[config.mk]
export PLATFORM = sky130hd
export DESIGN_NAME = tmp_meas_sched_flat
export DESIGN_NICKNAME = d
export VERILOG_FILES = /design/src/rtl/tmp_meas_sched_pkg.sv /design/src/rtl/tmp_meas_sched_if.sv /design/src/rtl/tmp_meas_sched_evt_cnt.sv /design/src/rtl/tmp_meas_sched.sv /design/src/flat_wrapper.sv
export SDC_FILE = /design/constraint.sdc
export NUM_CORES = 1
export LEC_CHECK = 0
export CAP_MARGIN = 10
export CORE_MARGIN = 2
export CORE_UTILIZATION = 35
export CTS_CLUSTER_SIZE = 12
export DETAILED_ROUTE_END_ITERATION = 8
export PLACE_DENSITY = 0.62
export SLEW_MARGIN = 20
export SYNTH_ARGS = -nofsm -noshare
export SYNTH_HDL_FRONTEND = slang
export SYNTH_SLANG_ARGS = --single-unit
export TNS_END_PERCENT = 30
[constraint.sdc]
create_clock -name clk -period 4.6 [get_ports clk]
set_clock_uncertainty 0.05 [all_clocks]
set_input_delay 0.46 -clock clk [delete_from_list [all_inputs] [get_ports clk]]
set_output_delay 0.46 -clock clk [all_outputs]
set_load 0.01 [all_outputs]
[src/rtl/tmp_meas_sched_pkg.sv]
// Shared types and default constants for the temperature-sensor measurement scheduler.
package tmp_pkg;

  localparam int TMP_CNT_W       = 16;
  localparam int TMP_RST_CYC     = 4;
  localparam int TMP_SETTLE_CYC  = 64;
  localparam int TMP_TIMEOUT_CYC = 1024;
  localparam int TMP_OSR_MAX     = 256;

  typedef enum logic [2:0] {
    ST_IDLE,
    ST_CRST,
    ST_SETTLE,
    ST_SYNC,
    ST_MEASURE,
    ST_DONE,
    ST_WAIT
  } tmp_sched_state_t;

  // An oversampling setting of zero selects the longest window.
  function automatic logic [8:0] tmp_osr_frames(input logic [7:0] osr);
    return (osr == 8'd0) ? 9'(TMP_OSR_MAX) : {1'b0, osr};
  endfunction

endpackage

[src/rtl/tmp_meas_sched_if.sv]
// Result handshake between the measurement scheduler and the readout logic above it.
interface tmp_meas_sched_if import tmp_pkg::*; #(
  parameter int CNT_W = TMP_CNT_W
);

  logic             res_valid;
  logic             res_ready;
  logic [CNT_W-1:0] res_src;
  logic [CNT_W-1:0] res_tot;
  logic             res_sat;
  logic             res_err;

  modport master (
    output res_valid, res_src, res_tot, res_sat, res_err,
    input  res_ready
  );

  modport slave (
    input  res_valid, res_src, res_tot, res_sat, res_err,
    output res_ready
  );

endinterface

[src/rtl/tmp_meas_sched_evt_cnt.sv]
// Saturating event counter taking 0, 1 or 2 events per cycle, with a sticky overflow flag.
module tmp_evt_cnt import tmp_pkg::*; #(
  parameter int CNT_W = TMP_CNT_W
) (
  input  logic             clk,
  input  logic             reset_n,
  input  logic             clr,
  input  logic             en,
  input  logic [1:0]       inc,
  output logic [CNT_W-1:0] count,
  output logic             sat
);

  localparam logic [CNT_W:0] CNT_MAX = {1'b0, {CNT_W{1'b1}}};

  logic [CNT_W:0] sum;

  always_comb begin
    sum = {1'b0, count} + {{(CNT_W-1){1'b0}}, inc};
  end

  // The flag is set only when an increment would have carried past the top value.
  always_ff @(posedge clk) begin
    if (!reset_n) begin
      count <= '0;
      sat   <= 1'b0;
    end else if (clr) begin
      count <= '0;
      sat   <= 1'b0;
    end else if (en) begin
      if (sum > CNT_MAX) begin
        count <= CNT_MAX[CNT_W-1:0];
        sat   <= 1'b1;
      end else begin
        count <= sum[CNT_W-1:0];
      end
    end
  end

endmodule

[src/rtl/tmp_meas_sched.sv]
// Measurement scheduler: resets and settles the sensor core, aligns a window to its
// frame strobe, counts source/sink charge events and hands the result upward.
module tmp_meas_sched import tmp_pkg::*; #(
  parameter int CNT_W       = TMP_CNT_W,
  parameter int RST_CYC     = TMP_RST_CYC,
  parameter int SETTLE_CYC  = TMP_SETTLE_CYC,
  parameter int TIMEOUT_CYC = TMP_TIMEOUT_CYC
) (
  input  logic        clk,
  input  logic        reset_n,
  input  logic        start,
  input  logic        periodic,
  input  logic [15:0] period,
  input  logic [7:0]  osr,
  output logic        core_reset,
  input  logic        core_src_n,
  input  logic        core_snk,
  input  logic        core_frame,
  output logic        busy,
  tmp_meas_sched_if.master res
);

  localparam int TMO_W = $clog2(TIMEOUT_CYC) + 1;
  localparam logic [TMO_W-1:0] TMO_LAST = TMO_W'(TIMEOUT_CYC - 1);

  tmp_sched_state_t state;

  logic src_q, src_d, snk_q, snk_d, frm_q, frm_d;
  logic src_evt, snk_evt, frame_edge;

  logic [31:0]      timer;
  logic [TMO_W-1:0] tmo;
  logic [8:0]       frm_cnt;
  logic [8:0]       osr_q;
  logic             res_valid_q;
  logic             res_err_q;

  logic             cnt_clr, cnt_en;
  logic [1:0]       src_inc, tot_inc;
  logic [CNT_W-1:0] src_cnt, tot_cnt;
  logic             src_sat, tot_sat;

  // Core pins are asynchronous to us: one capture stage, then a history stage for edges.
  always_ff @(posedge clk) begin
    if (!reset_n) begin
      src_q <= 1'b0;
      src_d <= 1'b0;
      snk_q <= 1'b0;
      snk_d <= 1'b0;
      frm_q <= 1'b0;
      frm_d <= 1'b0;
    end else begin
      src_q <= core_src_n;
      src_d <= src_q;
      snk_q <= core_snk;
      snk_d <= snk_q;
      frm_q <= core_frame;
      frm_d <= frm_q;
    end
  end

  assign src_evt    = src_q ^ src_d;
  assign snk_evt    = snk_q ^ snk_d;
  assign frame_edge = frm_q & ~frm_d;

  // Counters sit cleared for all of SYNC, so the opening frame edge drops its own events.
  assign cnt_clr = (state == ST_SYNC);
  assign cnt_en  = (state == ST_MEASURE);
  assign src_inc = {1'b0, src_evt};
  assign tot_inc = {1'b0, src_evt} + {1'b0, snk_evt};

  tmp_evt_cnt #(.CNT_W(CNT_W)) u_src_cnt (
    .clk     (clk),
    .reset_n (reset_n),
    .clr     (cnt_clr),
    .en      (cnt_en),
    .inc     (src_inc),
    .count   (src_cnt),
    .sat     (src_sat)
  );

  tmp_evt_cnt #(.CNT_W(CNT_W)) u_tot_cnt (
    .clk     (clk),
    .reset_n (reset_n),
    .clr     (cnt_clr),
    .en      (cnt_en),
    .inc     (tot_inc),
    .count   (tot_cnt),
    .sat     (tot_sat)
  );

  assign res.res_valid = res_valid_q;
  assign res.res_src   = src_cnt;
  assign res.res_tot   = tot_cnt;
  assign res.res_sat   = src_sat | tot_sat;
  assign res.res_err   = res_err_q;

  // Scheduler FSM; one shared timer serves the core-reset, settle and inter-measurement waits.
  always_ff @(posedge clk) begin
    if (!reset_n) begin
      state       <= ST_IDLE;
      core_reset  <= 1'b1;
      busy        <= 1'b0;
      res_valid_q <= 1'b0;
      res_err_q   <= 1'b0;
      timer       <= '0;
      tmo         <= '0;
      frm_cnt     <= '0;
      osr_q       <= '0;
    end else begin
      case (state)
        ST_IDLE: begin
          if (start) begin
            state <= ST_CRST;
            busy  <= 1'b1;
            timer <= '0;
          end
        end
        ST_CRST: begin
          if (timer == 32'(RST_CYC - 1)) begin
            state      <= ST_SETTLE;
            core_reset <= 1'b0;
            timer      <= '0;
          end else begin
            timer <= timer + 32'd1;
          end
        end
        ST_SETTLE: begin
          if (timer == 32'(SETTLE_CYC - 1)) begin
            state     <= ST_SYNC;
            tmo       <= '0;
            res_err_q <= 1'b0;
          end else begin
            timer <= timer + 32'd1;
          end
        end
        ST_SYNC: begin
          if (frame_edge) begin
            state   <= ST_MEASURE;
            osr_q   <= tmp_osr_frames(osr);
            frm_cnt <= '0;
            tmo     <= '0;
          end else if (tmo == TMO_LAST) begin
            state       <= ST_DONE;
            res_valid_q <= 1'b1;
            res_err_q   <= 1'b1;
          end else begin
            tmo <= tmo + 1'b1;
          end
        end
        ST_MEASURE: begin
          if (frame_edge) begin
            tmo <= '0;
            if (frm_cnt + 9'd1 == osr_q) begin
              state       <= ST_DONE;
              res_valid_q <= 1'b1;
            end else begin
              frm_cnt <= frm_cnt + 9'd1;
            end
          end else if (tmo == TMO_LAST) begin
            state       <= ST_DONE;
            res_valid_q <= 1'b1;
            res_err_q   <= 1'b1;
          end else begin
            tmo <= tmo + 1'b1;
          end
        end
        ST_DONE: begin
          if (res.res_ready) begin
            res_valid_q <= 1'b0;
            timer       <= '0;
            if (periodic) begin
              state <= ST_WAIT;
            end else begin
              state      <= ST_IDLE;
              busy       <= 1'b0;
              core_reset <= 1'b1;
            end
          end
        end
        ST_WAIT: begin
          if (!periodic) begin
            state      <= ST_IDLE;
            busy       <= 1'b0;
            core_reset <= 1'b1;
          end else if (timer + 32'd1 >= 32'(period)) begin
            state     <= ST_SYNC;
            tmo       <= '0;
            res_err_q <= 1'b0;
          end else begin
            timer <= timer + 32'd1;
          end
        end
        default: state <= ST_IDLE;
      endcase
    end
  end

endmodule

[src/flat_wrapper.sv]
// flat-port wrapper written by rule: the top's interface ports become plain ports
module tmp_meas_sched_flat import tmp_pkg::*;
#(
  parameter int CNT_W       = TMP_CNT_W,
  parameter int RST_CYC     = TMP_RST_CYC,
  parameter int SETTLE_CYC  = TMP_SETTLE_CYC,
  parameter int TIMEOUT_CYC = TMP_TIMEOUT_CYC
)
  (clk, reset_n, start, periodic, period, osr, core_reset, core_src_n, core_snk, core_frame, busy, res_res_valid, res_res_src, res_res_tot, res_res_sat, res_res_err, res_res_ready);
  tmp_meas_sched_if #(.CNT_W(CNT_W)) res_i ();
  input  logic clk;
  input  logic reset_n;
  input  logic start;
  input  logic periodic;
  input  logic [15:0] period;
  input  logic [7:0] osr;
  output logic core_reset;
  input  logic core_src_n;
  input  logic core_snk;
  input  logic core_frame;
  output logic busy;
  output wire logic [$bits(res_i.res_valid)-1:0] res_res_valid;
  output wire logic [$bits(res_i.res_src)-1:0] res_res_src;
  output wire logic [$bits(res_i.res_tot)-1:0] res_res_tot;
  output wire logic [$bits(res_i.res_sat)-1:0] res_res_sat;
  output wire logic [$bits(res_i.res_err)-1:0] res_res_err;
  input wire logic [$bits(res_i.res_ready)-1:0] res_res_ready;
  assign res_res_valid = res_i.res_valid;
  assign res_res_src = res_i.res_src;
  assign res_res_tot = res_i.res_tot;
  assign res_res_sat = res_i.res_sat;
  assign res_res_err = res_i.res_err;
  assign res_i.res_ready = res_res_ready;
  tmp_meas_sched #(.CNT_W(CNT_W), .RST_CYC(RST_CYC), .SETTLE_CYC(SETTLE_CYC), .TIMEOUT_CYC(TIMEOUT_CYC)) u_core (.clk(clk), .reset_n(reset_n), .start(start), .periodic(periodic), .period(period), .osr(osr), .core_reset(core_reset), .core_src_n(core_src_n), .core_snk(core_snk), .core_frame(core_frame), .busy(busy), .res(res_i));
endmodule
After elaboration in Yosys (flattened, before gate mapping)
Cells that the tools add are included.
{"block": "classes", "n_lt_le_gt_ge": 3, "n_reduce_logical": 21, "muxes": 52, "eq_ne": 27, "n_addsub": 6, "bitwise": 6}
{"operator": "$mux 32", "count": 6}
{"operator": "$pmux 32 s5", "count": 1}
{"operator": "$mux 11", "count": 5}
{"operator": "$mux 9", "count": 4}
{"operator": "$gt 17x16->1 const B", "count": 2}
{"operator": "$mux 3", "count": 11}
{"operator": "$pmux 11 s3", "count": 1}
{"operator": "$add 32x1->32 const B", "count": 1}
{"operator": "$eq 32x2->1 const B", "count": 1}
{"operator": "$eq 32x6->1 const B", "count": 1}
{"operator": "$ge 32x16->1", "count": 1}
{"operator": "$mux 16", "count": 2}
{"operator": "$pmux 3 s7", "count": 1}
{"operator": "$pmux 9 s2", "count": 1}
{"operator": "$reduce_and 6->1", "count": 3}
{"operator": "$add 16x1->17", "count": 1}
{"operator": "$add 16x2->17", "count": 1}
{"operator": "$mux 1", "count": 16}
{"operator": "$ne 2x2->1 const B", "count": 8}
{"operator": "$ne 2x1->1 const B", "count": 6}
{"operator": "$pmux 1 s3", "count": 4}
{"operator": "$reduce_bool 3->1", "count": 4}
{"operator": "$add 11x1->11 const B", "count": 1}
{"operator": "$eq 11x10->1 const B", "count": 1}
{"operator": "21 further kinds", "count": 32}
{"block": "totals", "inputBits": 32, "register_bits": 108, "wordCells": 134, "output_inout_bits": 37}

Logic depth before layout (Yosys ltp)
Gate-level depths: netlist of run 1.
{"block": "depth", "depth_word": 5, "mapped_depth": 17, "ltp_nobuf": 15}

By module
Synthesis of run 1 repeated with hierarchy kept, for this count alone.
{"block": "unflattened", "cells_unflattened": 847, "hier_area_um2": 6910.4}
{"mod": "tmp_meas_sched", "cells_each": 665, "area_each_um2": 5041.1, "seq_area_each_um2": 1481.4, "n_inst": 1}
{"mod": "tmp_evt_cnt", "cells_each": 91, "area_each_um2": 934.6, "seq_area_each_um2": 340.3, "n_inst": 2}

Least setup slack after synthesis of run 1
Ideal clock, no wire load.
{"block": "synth_path", "path_kind": "flip-flop to flip-flop", "from": "reg u_core.timer[0]", "to": "reg u_core.timer[21]", "period_less_slack_ns": 4.083, "setup_slack_ns": 0.517, "stages_incl_launch_ff": 18, "setup_ns": 0.086, "required_ns": 4.464, "t_arrival_ns": 3.947, "n_path_buf": 2, "cell_sequence": "dfxtp_1 > ha_1 > clkbuf_1 > and3_1 > nand3_1 > nor2_1 > nand3_1 > xnor2_1 > ha_1 > nand4_1 > nor3_1 > or4b_2 > nand2_1 > nor4b_1 > a21oi_1 > clkbuf_1 > o311ai_1 > o31ai_2"}
{"block": "synth_via", "elab_chain_cells": 4, "elab_cells_between_ends": 12, "cone_classes": "add/sub: 1; order compare: 1; eq/ne: 4; mux: 5; reduce/logical: 1"}
{"element": "from (decl)", "line_no": "tmp_meas_sched.sv:31", "rtl": "logic [31:0] timer;"}
{"element": "from (signal assigned)", "line_no": "tmp_meas_sched.sv:125", "rtl": "timer <= timer + 32'd1;"}
{"element": "from (signal assigned)", "line_no": "tmp_meas_sched.sv:134", "rtl": "timer <= timer + 32'd1;"}
{"element": "from (signal assigned)", "line_no": "tmp_meas_sched.sv:191", "rtl": "timer <= timer + 32'd1;"}
{"element": "$add 32x1->32"}
{"element": "$ge 32x16->1 or $mux 32 (tied branches)", "line_no": "tmp_meas_sched.sv:186", "rtl": "end else if (timer + 32'd1 >= 32'(period)) begin"}
{"element": "$ne 2x2->1 (no source line) or $mux 32 (tied branches)"}
{"element": "$reduce_and 6->1 (no source line) or $pmux 32 s5 (tied branches)"}
Several ways; a longest one is shown, not always the timed one. The select of a mux whose other input is x is not followed.
A chain may end at the register's enable or synchronous reset.

Worst setup path in the final report of run 1
{"block": "layout_path", "from": "reg u_core.timer[2]", "to": "reg u_core.timer[8]"}
Same word-level chain as after synthesis.

==> summary.txt, run 1 <==
Global routing
  • Overflow after GRT: 0
  • Vias in the first global route: 6,311
  • Total GRT Usage: 18.3%
  • Largest net degree at the start of global routing: 58
  • First-pass GRT wire length: 32,300 um
  • Initial antenna violation count: 0

Clock network
  • Clock slew at the register clock pins of the worst setup and hold paths: 0.08 ns
  • Post-cts resize count: 0
  • Clock latency on the worst-skew pair: 0.37 ns
  • Post-CTS setup buffer count: 0
  • TritonCTS clock tree: yes
  • Cts hold-fix bufs: 0
  • Sink Count: 108
  • Htree depth: 3
  • Maximum clock path buffer count: 2
  • Clock Root Buffer: clkbuf_16
  • Total CTS buffers: 9

Finish
  • Design area: 8190 um2
  • Layout net count: 1,010
  • Share of layout cells above drive strength 1: 6.88%
  • Most common cell after layout, fill and taps aside: nand2_1
  • Most frequent cells in the layout: 135 x nand2_1, 108 x dfxtp_1, 67 x clkdlybuf4s50_1
  • Multi-input combinational cell area: 4440 um2
  • Non-filler cells, final: 1,225
  • Number of fill cells: 2,029
  • Area grow syn2layout: 17.3%
  • N_diodes: 0
  • Seq. cell area: 2160 um2

Detailed routing
  • Routed length per instance: 15.9 um
  • Via Count: 7,002
  • Post-Route WL: 19,500 um
  • Drt drc: 0
  • Total iterations of the first detailed-routing run: 5
  • Final ANT Viol Nets: 0
  • Initial DRC Count: 679
  • Routed vias/inst: 5.72

Synthesis
  • Async set-reset flop share out of synthesis: 0%
  • Synth warn: 0
  • Mean area per synthesized cell: 7.58 um2
  • Cell count after synthesis: 920
  • Synth Flop Type: dfxtp_1
  • Post-synth EDFFs: 0
  • Seq/Total Area, Yosys: 31.0%
  • Synth Register Bits: 108
  • Cell area after synthesis: 6980 um2
  • Syn Nets: 975
  • Distinct cells, synth: 77

STA
  • Worst-margin pin slew: 0.834 ns
  • Hold violation count in the final report: 0
  • Tmin final: 4.19 ns
  • Hold_ws: 0.407 ns
  • Relative slew slack: 44.4%
  • Fmax achieved: 0.239 GHz
  • Final Max Tran Viols: 0
  • TNS Setup: 0 ns
  • RSZ-0062 raised after global routing: no
  • Setup Viol. Count Final: 0
  • Crit share post-route: 91.1%

Die
  • Die W: 145 um
  • Initial Util: 35.7%
  • I/O pin cnt: 69
  • Placeable Area: 19,500 um2
  • Row cnt: 51
  • Die Ht: 145 um
  • Die ar.: 21,100 um2

Critical path
  • Worst Path Required: 4.83 ns
  • CP max FO: 15
  • CP Capture Type: flip-flop
  • Setup Crit Path Kind: flip-flop to flip-flop
  • Startpoint types: flip-flop
  • Critical Path AT: 4.42 ns

Job
  • Max capacitance violation total: 0

Power and ir drop
  • Clk pwr share: 31.6%
  • Sw Share: 35.9%
  • Internal Power: 1.63 mW
  • PwrDens: 310 nW/um2
  • Combinational fraction of design power: 28.1%
  • Reg power frac: 40.4%
  • VDD IR max: 0.184 mV
  • Leak: 2.91 nW
  • Switching pwr: 0.913 mW

Placed design
  • Placer Congestion: 0.937
  • Post-DP HPWL: 13,800 um
  • Placed Cells: 1,209
  • Area post-placement: 7880 um2
  • Port buffer count: 68

Run status
  • Outcome: finished clean

Hold path
  • Hold WC Path Type: flip-flop to flip-flop
[stage by stage]
stage / total power [mW] / worst slack, ns / util, %
after floorplan: 1.52 / 0.517 / -
after global placement: 1.75 / 0.603 / 40.4
after detailed placement: 1.75 / 0.496 / 40.4
after CTS: 2.55 / 0.466 / 41.9
after global routing: 2.70 / 0.111 / 41.9
final: 2.54 / 0.408 / 41.9
[state kept, by name, summed over array words and instances, names as in the netlist, 3 cells and up]
signal,cells
u_core.timer,32
u_core.u_src_cnt.count,16
u_core.u_tot_cnt.count,16
u_core.tmo,11
u_core.frm_cnt,9
u_core.osr_q,9
u_core.state,3
[cells by family after synthesis]
logic type | Yosys count | synth area share [%]
mux | 11 | 1.60
flops | 108 | 31.0
simple gates | 412 | 29.9
compound gates | 227 | 22.4
xor+xnor | 42 | 5.27
fa+ha+maj | 23 | 4.23
buf+inv | 97 | 5.63
[area by class of cell]
type	instances	area share, %
clock buffer	10	2.92
clock inverter	6	0.764
inverter	33	1.51
multi-input combinational	715	54.2
sequential	108	26.4
tap	265	4.05
timing repair buffer	88	10.1
[synth_stat cells (5+ instances only)]
library cell | number | area [um2]
a31oi_1 | 13 | 81.3
nand4_1 | 27 | 169
nor4_1 | 15 | 93.8
a41oi_1 | 6 | 52.6
inv_1 | 32 | 120
and2_1 | 12 | 75.1
o31ai_1 | 14 | 105
buf_2 | 8 | 40.0
o21a_1 | 6 | 45.0
o311ai_1 | 10 | 87.6
and4_1 | 11 | 96.3
a211oi_1 | 11 | 82.6
o21ai_0 | 39 | 195
dfxtp_1 | 108 | 2160
nand3_1 | 50 | 250
ha_1 | 22 | 275
a21oi_1 | 63 | 315
nand2b_1 | 7 | 43.8
a311oi_1 | 5 | 43.8
nor3_1 | 33 | 165
xnor2_1 | 26 | 228
o41ai_1 | 5 | 43.8
and3_1 | 22 | 138
clkbuf_1 | 49 | 184
o311ai_0 | 9 | 78.8
xor2_1 | 16 | 140
nand2_1 | 136 | 510
o31ai_2 | 7 | 87.6
nor2_1 | 62 | 233
o211ai_1 | 8 | 60.1
nor2b_1 | 7 | 43.8
mux2i_1 | 10 | 100
[worst paths after layout]
check                                          start                   end  slack, ns  cells after the start
worst min-delay path            u_core.u_tot_cnt.sat  u_core.u_tot_cnt.sat       0.41                      2
worst max register to register       u_core.timer[2]       u_core.timer[8]       0.41                     16
worst max-delay path                 u_core.timer[2]       u_core.timer[8]       0.41                     16
worst min register to register  u_core.u_tot_cnt.sat  u_core.u_tot_cnt.sat       0.41                      2
[power groups by stage]
stage	clock (mW)	sequential [mW]	combinational, mW
2_1_floorplan	0	1.02	0.506
3_3_place_gp	0	1.05	0.702
3_5_place_dp	0	1.05	0.708
4_1_cts	0.819	1.02	0.710
5_1_grt	0.864	1.03	0.798
6_report	0.802	1.03	0.713
[worst max-delay path, cell delays in order (launching register included)]
cell,delay (ns)
dfxtp_1,0.51
and3_1,0.29
and3_1,0.19
nand3_1,0.11
nor2_1,0.22
nand3_1,0.12
xnor2_1,0.16
ha_1,0.30
nand4_1,0.13
nor3_1,0.31
or4b_2,0.66
nand2_1,0.10
nor4b_1,0.08
a21oi_1,0.30
buf_4,0.30
o311ai_0,0.17
o31ai_1,0.11
[routing by layer]
metal | vias to the layer above | GRT usage (%) | share of wire, %
met1 | 3302 | 26.2 | 49
met4 | 0 | 5.34 | 1.6
met2 | 226 | 27.9 | 44
met5 | - | 0 | 0
li1 | 3448 | - | -
met3 | 26 | 3.52 | 5.9
No activity file was read; power rests on OpenSTA's default activity.
==> run 2: changes to the inputs <==
--- a/config.mk
+++ b/config.mk
@@ -5,12 +5,14 @@
 export SDC_FILE = /design/constraint.sdc
 export NUM_CORES = 1
 export LEC_CHECK = 0
+export ABC_CLOCK_PERIOD_IN_PS = 4600
 export CAP_MARGIN = 10
 export CORE_MARGIN = 2
 export CORE_UTILIZATION = 35
 export CTS_CLUSTER_SIZE = 12
 export DETAILED_ROUTE_END_ITERATION = 8
-export PLACE_DENSITY = 0.62
+export DONT_BUFFER_PORTS = 1
+export PLACE_DENSITY = 0.58
 export SLEW_MARGIN = 20
 export SYNTH_ARGS = -nofsm -noshare
 export SYNTH_HDL_FRONTEND = slang
==> run 2 against run 1 <==
Clock power about the same. Largest cell class unchanged. Sequential power barely moved. Power shrank 2.7%. Non-clock buffer count shrank 73.
==> summary.txt, run 2 (synthesis results as in run 1) <==
Run status
  • Outcome: finished clean

Finish
  • Seq. cell area: 2160 um2 (about the same)
  • Design area: 7480 um2 (-8.7%)
  • Most common cell after layout, fill and taps aside: nand2_1
  • Number of fill cells: 2,061 (+1.6%)
  • Multi-input combinational cell area: 4440 um2 (about the same)
  • Non-filler cells, final: 1,152 (-6.0%)
  • Most frequent cells in the layout: 135 x nand2_1, 107 x dfxtp_1, 62 x nor2_1, 62 x a21oi_1, 50 x nand3_1
  • Layout net count: 937 (-7.2%)
  • N_diodes: 0 (unchanged)
  • Biggest register: u_core.timer
  • Max reg flops: 32 (unchanged)
  • Share of layout cells above drive strength 1: 6.99% (+0.11 points)
  • Area grow syn2layout: 7.16%
  • Biggest regs: u_core.timer x32, u_core.u_src_cnt.count x16, u_core.u_tot_cnt.count x16

Job
  • Max capacitance violation total: 0 (unchanged)

Clock network
  • Clock slew at the register clock pins of the worst setup and hold paths: 0.08 ns (about the same)
  • Clock latency on the worst-skew pair: 0.36 ns (about the same)
  • Maximum clock path buffer count: 2 (unchanged)
  • Total CTS buffers: 9 (unchanged)
  • TritonCTS clock tree: yes
  • Sink Count: 108 (unchanged)
  • Htree depth: 3 (unchanged)
  • Clock Root Buffer: clkbuf_16
  • Post-CTS setup buffer count: 0 (unchanged)

Placed design
  • Port buffer count: 0 (-100%)
  • Placed Cells: 1,136 (-6.0%)
  • Placer Congestion: 0.914 (-2.5%)
  • Post-DP HPWL: 13,600 um (-1.1%)
  • Area post-placement: 7170 um2 (-9.1%)

Detailed routing
  • Total iterations of the first detailed-routing run: 5 (unchanged)
  • WL met2: 8660 um (+0.98%)
  • Routed vias/inst: 5.75 (+0.67%)
  • Routed length per instance: 16.7 um (+4.6%)
  • Final ANT Viol Nets: 0 (unchanged)
  • Max Used Layer: met4
  • Post-Route WL: 19,200 um (-1.6%)
  • Initial DRC Count: 597 (-12%)
  • Wl on met1: 9090 um (-4.1%)
  • Via Count: 6,629 (-5.3%)
  • Met3 Routed Length: 1290 um (+12%)
  • Drt drc: 0 (unchanged)

Critical path
  • CP Capture Type: flip-flop
  • Setup Crit Path Kind: flip-flop to flip-flop
  • Worst Path Required: 4.82 ns (about the same)
  • Startpoint types: flip-flop
  • Critical Path AT: 4.43 ns (about the same)
  • CP max FO: 11 (-4)

STA
  • Setup Viol. Count Final: 0 (unchanged)
  • Hold violation count in the final report: 0 (unchanged)
  • TNS Setup: 0 ns (unchanged)
  • Relative slew slack: 41.9% (-2.5 points)
  • Tmin final: 4.21 ns (+0.0218 ns)
  • Hold_ws: 0.176 ns (-0.231 ns)
  • RSZ-0062 raised after global routing: no
  • Worst-margin pin slew: 0.871 ns (+0.0372 ns)
  • Final Max Tran Viols: 0 (unchanged)
  • Fmax achieved: 0.237 GHz (-0.52%)
  • Crit share post-route: 91.6% (+0.47 points)

Global routing
  • Vias in the first global route: 5,879 (-6.8%)
  • Total GRT Usage: 18.0% (-0.30 points)
  • Largest net degree at the start of global routing: 59 (+1.7%)
  • Overflow after GRT: 0 (unchanged)
  • Initial antenna violation count: 0 (unchanged)
  • First-pass GRT wire length: 31,300 um (-3.0%)

Power and ir drop
  • Leak: 2.64 nW (-9.4%)
  • Power Total: 2.47 mW (-2.7%)
  • VDD IR max: 0.176 mV (-4.6%)
  • PwrDens: 331 nW/um2 (+6.5%)

Die
  • Row cnt: 51 (unchanged)
  • Placeable Area: 19,500 um2 (unchanged)
  • Die Ht: 145 um (unchanged)
  • I/O pin cnt: 69 (unchanged)
  • Die W: 145 um (unchanged)
  • Initial Util: 35.7% (unchanged)
  • Die ar.: 21,100 um2 (unchanged)

Hold path
  • Hold WC Path Type: input port to flip-flop
-- run 2: metal layers --
layer | up-vias | GRT usage (%)
met2 | 199 | 27.5
met5 | - | 0
li1 | 3312 | -
met3 | 11 | 4.21
met1 | 3107 | 25.5
met4 | 0 | 4.51
-- run 2: path summary, 6_finish.rpt --
kind	depth (start not counted)	slack, ns	to	from
setup / recovery	15	0.39	u_core.tmo[1]	u_core.timer[3]
setup reg to reg	15	0.39	u_core.tmo[1]	u_core.timer[3]
hold / removal	1	0.18	u_core.snk_q	core_snk
hold reg to reg	2	0.40	u_core.u_src_cnt.sat	u_core.u_src_cnt.sat
-- run 2: area by class of cell --
class                      count  share of cell area [%]
multi-input combinational    715                    59.4
sequential                   108                    28.9
tap                          265                    4.44
clock buffer                  10                    3.20
inverter                      33                    1.66
timing repair buffer          15                    1.51
clock inverter                 6                   0.854
-- run 2: critical path, stage by stage, from the launching register on --
cell	delay, ns
dfxtp_1	0.46
and3_1	0.27
and3_1	0.20
nand3_1	0.10
nor2_1	0.24
nand3_1	0.13
xnor2_1	0.27
ha_1	0.29
nand4_1	0.12
nor3_1	0.07
a2bb2oi_1	0.18
o21ai_0	0.12
nor4b_1	0.50
nand2_1	0.30
o31a_1	0.53
a311oi_1	0.28
-- run 2: metrics by stage --
step	utilization, %	worst slack [ns]
floorplan	-	0.517
global placement	36.7	0.413
detailed placement	36.7	0.293
CTS	38.3	0.255
global route	38.3	0.0730
finish	38.3	0.386
-- run 2: power by group --
part | internal (mW) | switching, mW
Clock | 0.400 | 0.401
Sequential | 0.967 | 0.0725
Combinational | 0.212 | 0.420
-- run 2: timing repair --
| item | CTS | global route |
|---|---|---|
| gates resized for setup | 0 | 2 |
| endpoints found under the setup margin | 0 | 14 |
| hold buffers | 0 | 0 |
==> run 3: changes to the inputs <==
--- a/config.mk
+++ b/config.mk
@@ -7,12 +7,11 @@
 export LEC_CHECK = 0
 export ABC_CLOCK_PERIOD_IN_PS = 4600
 export CAP_MARGIN = 10
-export CORE_MARGIN = 2
-export CORE_UTILIZATION = 35
+export CORE_UTILIZATION = 50
 export CTS_CLUSTER_SIZE = 12
 export DETAILED_ROUTE_END_ITERATION = 8
 export DONT_BUFFER_PORTS = 1
-export PLACE_DENSITY = 0.58
+export PLACE_DENSITY = 0.74
 export SLEW_MARGIN = 20
 export SYNTH_ARGS = -nofsm -noshare
 export SYNTH_HDL_FRONTEND = slang
==> run 3 against run 2 <==
Global-route usage up 7.3 points. Register-to-register slack about the same. Via count up 0.26%. Worst setup slack worse by 0.011 ns. Critical path depth up 1. Sequential share of layout area up 0.41 points. Clock-buffer cell count down 1. Worst hold slack worse by 0.0018 ns. Routed wire length down 7.1%. Die area down 32%. Combinational power down 3%. Critical path type unchanged. Critical endpoint is now u_core.timer[12]. Highest routed layer unchanged.
==> summary.txt, run 3 (synthesis results as in run 1) <==
Clock network
  • Maximum clock path buffer count: 2 (unchanged)
  • Post-CTS setup buffer count: 0 (unchanged)
  • TritonCTS clock tree: yes
  • Clock Root Buffer: clkbuf_16
  • Post-cts resize count: 0 (unchanged)
  • Clock slew at the register clock pins of the worst setup and hold paths: 0.08 ns (about the same)
  • Sink Count: 108 (unchanged)
  • Htree depth: 3 (unchanged)
  • Total CTS buffers: 9 (unchanged)
  • Clock latency on the worst-skew pair: 0.36 ns (about the same)
  • Cts hold-fix bufs: 0 (unchanged)

Run status
  • Outcome: finished clean

Placed design
  • Placer Congestion: 0.956 (+4.6%)
  • Port buffer count: 0 (unchanged)
  • Post-DP HPWL: 12,500 um (-8.2%)

Die
  • Row cnt: 42 (-18%)
  • Die ar.: 14,400 um2 (-32%)
  • I/O pin cnt: 69 (unchanged)
  • Die Ht: 120 um (-17%)
  • Initial Util: 52.1% (+16 points)
  • Die W: 120 um (-17%)
  • Placeable Area: 13,400 um2 (-31%)

Detailed routing
  • Drt drc: 0 (unchanged)
  • Final ANT Viol Nets: 0 (unchanged)
  • Routed length per instance: 16.8 um (+0.71%)
  • Post-Route WL: 17,800 um (-7.1%)
  • Initial DRC Count: 682 (+14%)
  • Total iterations of the first detailed-routing run: 5 (unchanged)
  • Via Count: 6,646 (+0.26%)
  • Routed vias/inst: 6.25 (+8.7%)

Global routing
  • Initial antenna violation count: 0 (unchanged)
  • Largest net degree at the start of global routing: 59 (unchanged)
  • Total GRT Usage: 25.3% (+7.3 points)
  • Overflow after GRT: 0 (unchanged)
  • Vias in the first global route: 5,919 (+0.68%)
  • First-pass GRT wire length: 29,700 um (-5.0%)

Finish
  • Layout net count: 937 (unchanged)
  • Max reg flops: 32 (unchanged)
  • Final core utilization: 55.0% (+17 points)
  • Biggest regs: u_core.timer x32, u_core.u_src_cnt.count x16, u_core.u_tot_cnt.count x16
  • Most common cell after layout, fill and taps aside: nand2_1
  • Share of layout cells above drive strength 1: 7.10% (+0.11 points)
  • Multi-input combinational cell area: 4450 um2 (+0.11%)
  • Area grow syn2layout: 5.65%
  • Most frequent cells in the layout: 136 x nand2_1, 107 x dfxtp_1, 62 x nor2_1, 62 x a21oi_1, 50 x nand3_1
  • N_diodes: 0 (unchanged)
  • Seq. cell area: 2160 um2 (unchanged)
  • Number of fill cells: 1,273 (-38%)
  • Biggest register: u_core.timer

STA
  • Setup Viol. Count Final: 0 (unchanged)
  • Worst-margin pin slew: 0.848 ns (-0.0236 ns)
  • Final Max Tran Viols: 0 (unchanged)
  • TNS Setup: 0 ns (unchanged)
  • Tmin final: 4.23 ns (+0.0111 ns)
  • Relative slew slack: 43.5% (+1.6 points)
  • RSZ-0062 raised after global routing: no
  • Crit share post-route: 91.9% (+0.24 points)
  • Fmax achieved: 0.237 GHz (-0.26%)
  • Hold violation count in the final report: 0 (unchanged)

Critical path
  • Setup Crit Path Kind: flip-flop to flip-flop
  • Crit-path max cell delay: 0.56 ns (+0.03 ns)
  • Delay-heaviest family, CP: simple AND/OR/NAND/NOR gates
  • Crit path cell chain: and3_1 -> and3_1 -> nand3_1 -> nor2_1 -> nand3_1 -> xnor2_1 -> ha_1 -> nand4_1 -> nor3_1 -> a2bb2oi_1 -> nand4_1 -> or4b_4 -> nor3_4 -> o211ai_4 -> buf_4 -> o41ai_1
  • Crit path from: u_core.timer[3]
  • Crit path depth: 16 (+1)
  • Worst Reg-to-Reg Cells: 16 (+1)
  • Critical Path AT: 4.42 ns (about the same)
  • CP Capture Type: flip-flop
  • CP max FO: 24 (+13)
  • Crit path buf inv count: 1 (+1)
  • Startpoint types: flip-flop
  • Worst setup path endpoint: u_core.timer[12]
  • Crit Reg-Reg Endpoint: u_core.timer[12]
  • Worst-path cell with the longest stage delay: or4b_4
  • Worst r2r src: u_core.timer[3]
  • Reg2Reg Setup Slack: 0.37 ns (about the same)
  • Worst Path Required: 4.80 ns (-0.02 ns)

Power and ir drop
  • VDD IR max: 0.269 mV (+53%)
  • Leak: 2.64 nW (about the same)
  • PwrDens: 331 nW/um2 (about the same)

Hold path
  • Hold WC Path Type: input port to flip-flop

Job
  • Max capacitance violation total: 0 (unchanged)
==> run 3: metal layers <==
layer | share of wire (%) | track usage, % | routed length [um] | vias to the layer above
li1 | - | - | - | 3310
met1 | 46 | 35.5 | 8270 | 3061
met2 | 43 | 37.9 | 7750 | 249
met3 | 8.4 | 5.13 | 1500 | 26
met4 | 1.8 | 9.14 | 321 | 0
met5 | 0 | 0 | 0 | -
==> run 3: worst min path at each step <==
stage                              start                    to  slack (ns)  cells after the start
finish                           reset_n     u_core.core_reset        0.17                      1
global route                     reset_n     u_core.core_reset        0.16                      1
CTS                              reset_n     u_core.core_reset        0.15                      1
detailed placement  u_core.u_tot_cnt.sat  u_core.u_tot_cnt.sat        0.40                      2
global placement    u_core.u_src_cnt.sat  u_core.u_src_cnt.sat        0.39                      2
floorplan           u_core.u_src_cnt.sat  u_core.u_src_cnt.sat        0.38                      2
==> run 3: layout make-up <==
class / count / share of cell area [%]
Multi-Input combinational cell: 715 / 60.3
Timing Repair Buffer: 15 / 1.53
Clock inverter: 7 / 1.07
Tap cell: 176 / 2.99
Inverter: 33 / 1.68
Clock buffer: 9 / 3.06
Sequential cell: 108 / 29.3
==> run 3: metrics by stage <==
step | hold WS (ns) | setup WS (ns) | instance area (um2) | instances | total power, mW
6_report | 0.174 | 0.375 | 7370 | 1063 | 2.44
3_3_place_gp | 0.390 | 0.399 | 7060 | 1047 | 1.65
3_5_place_dp | 0.405 | 0.287 | 7060 | 1047 | 1.67
5_1_grt | 0.155 | 0.0591 | 7370 | 1063 | 2.58
2_1_floorplan | 0.381 | 0.517 | 6980 | 920 | 1.52
4_1_cts | 0.154 | 0.259 | 7360 | 1063 | 2.45
==> run 3: where the power goes <==
part           switching (mW)  internal, mW
clock                   0.397         0.387
sequential             0.0736         0.967
combinational           0.409         0.206
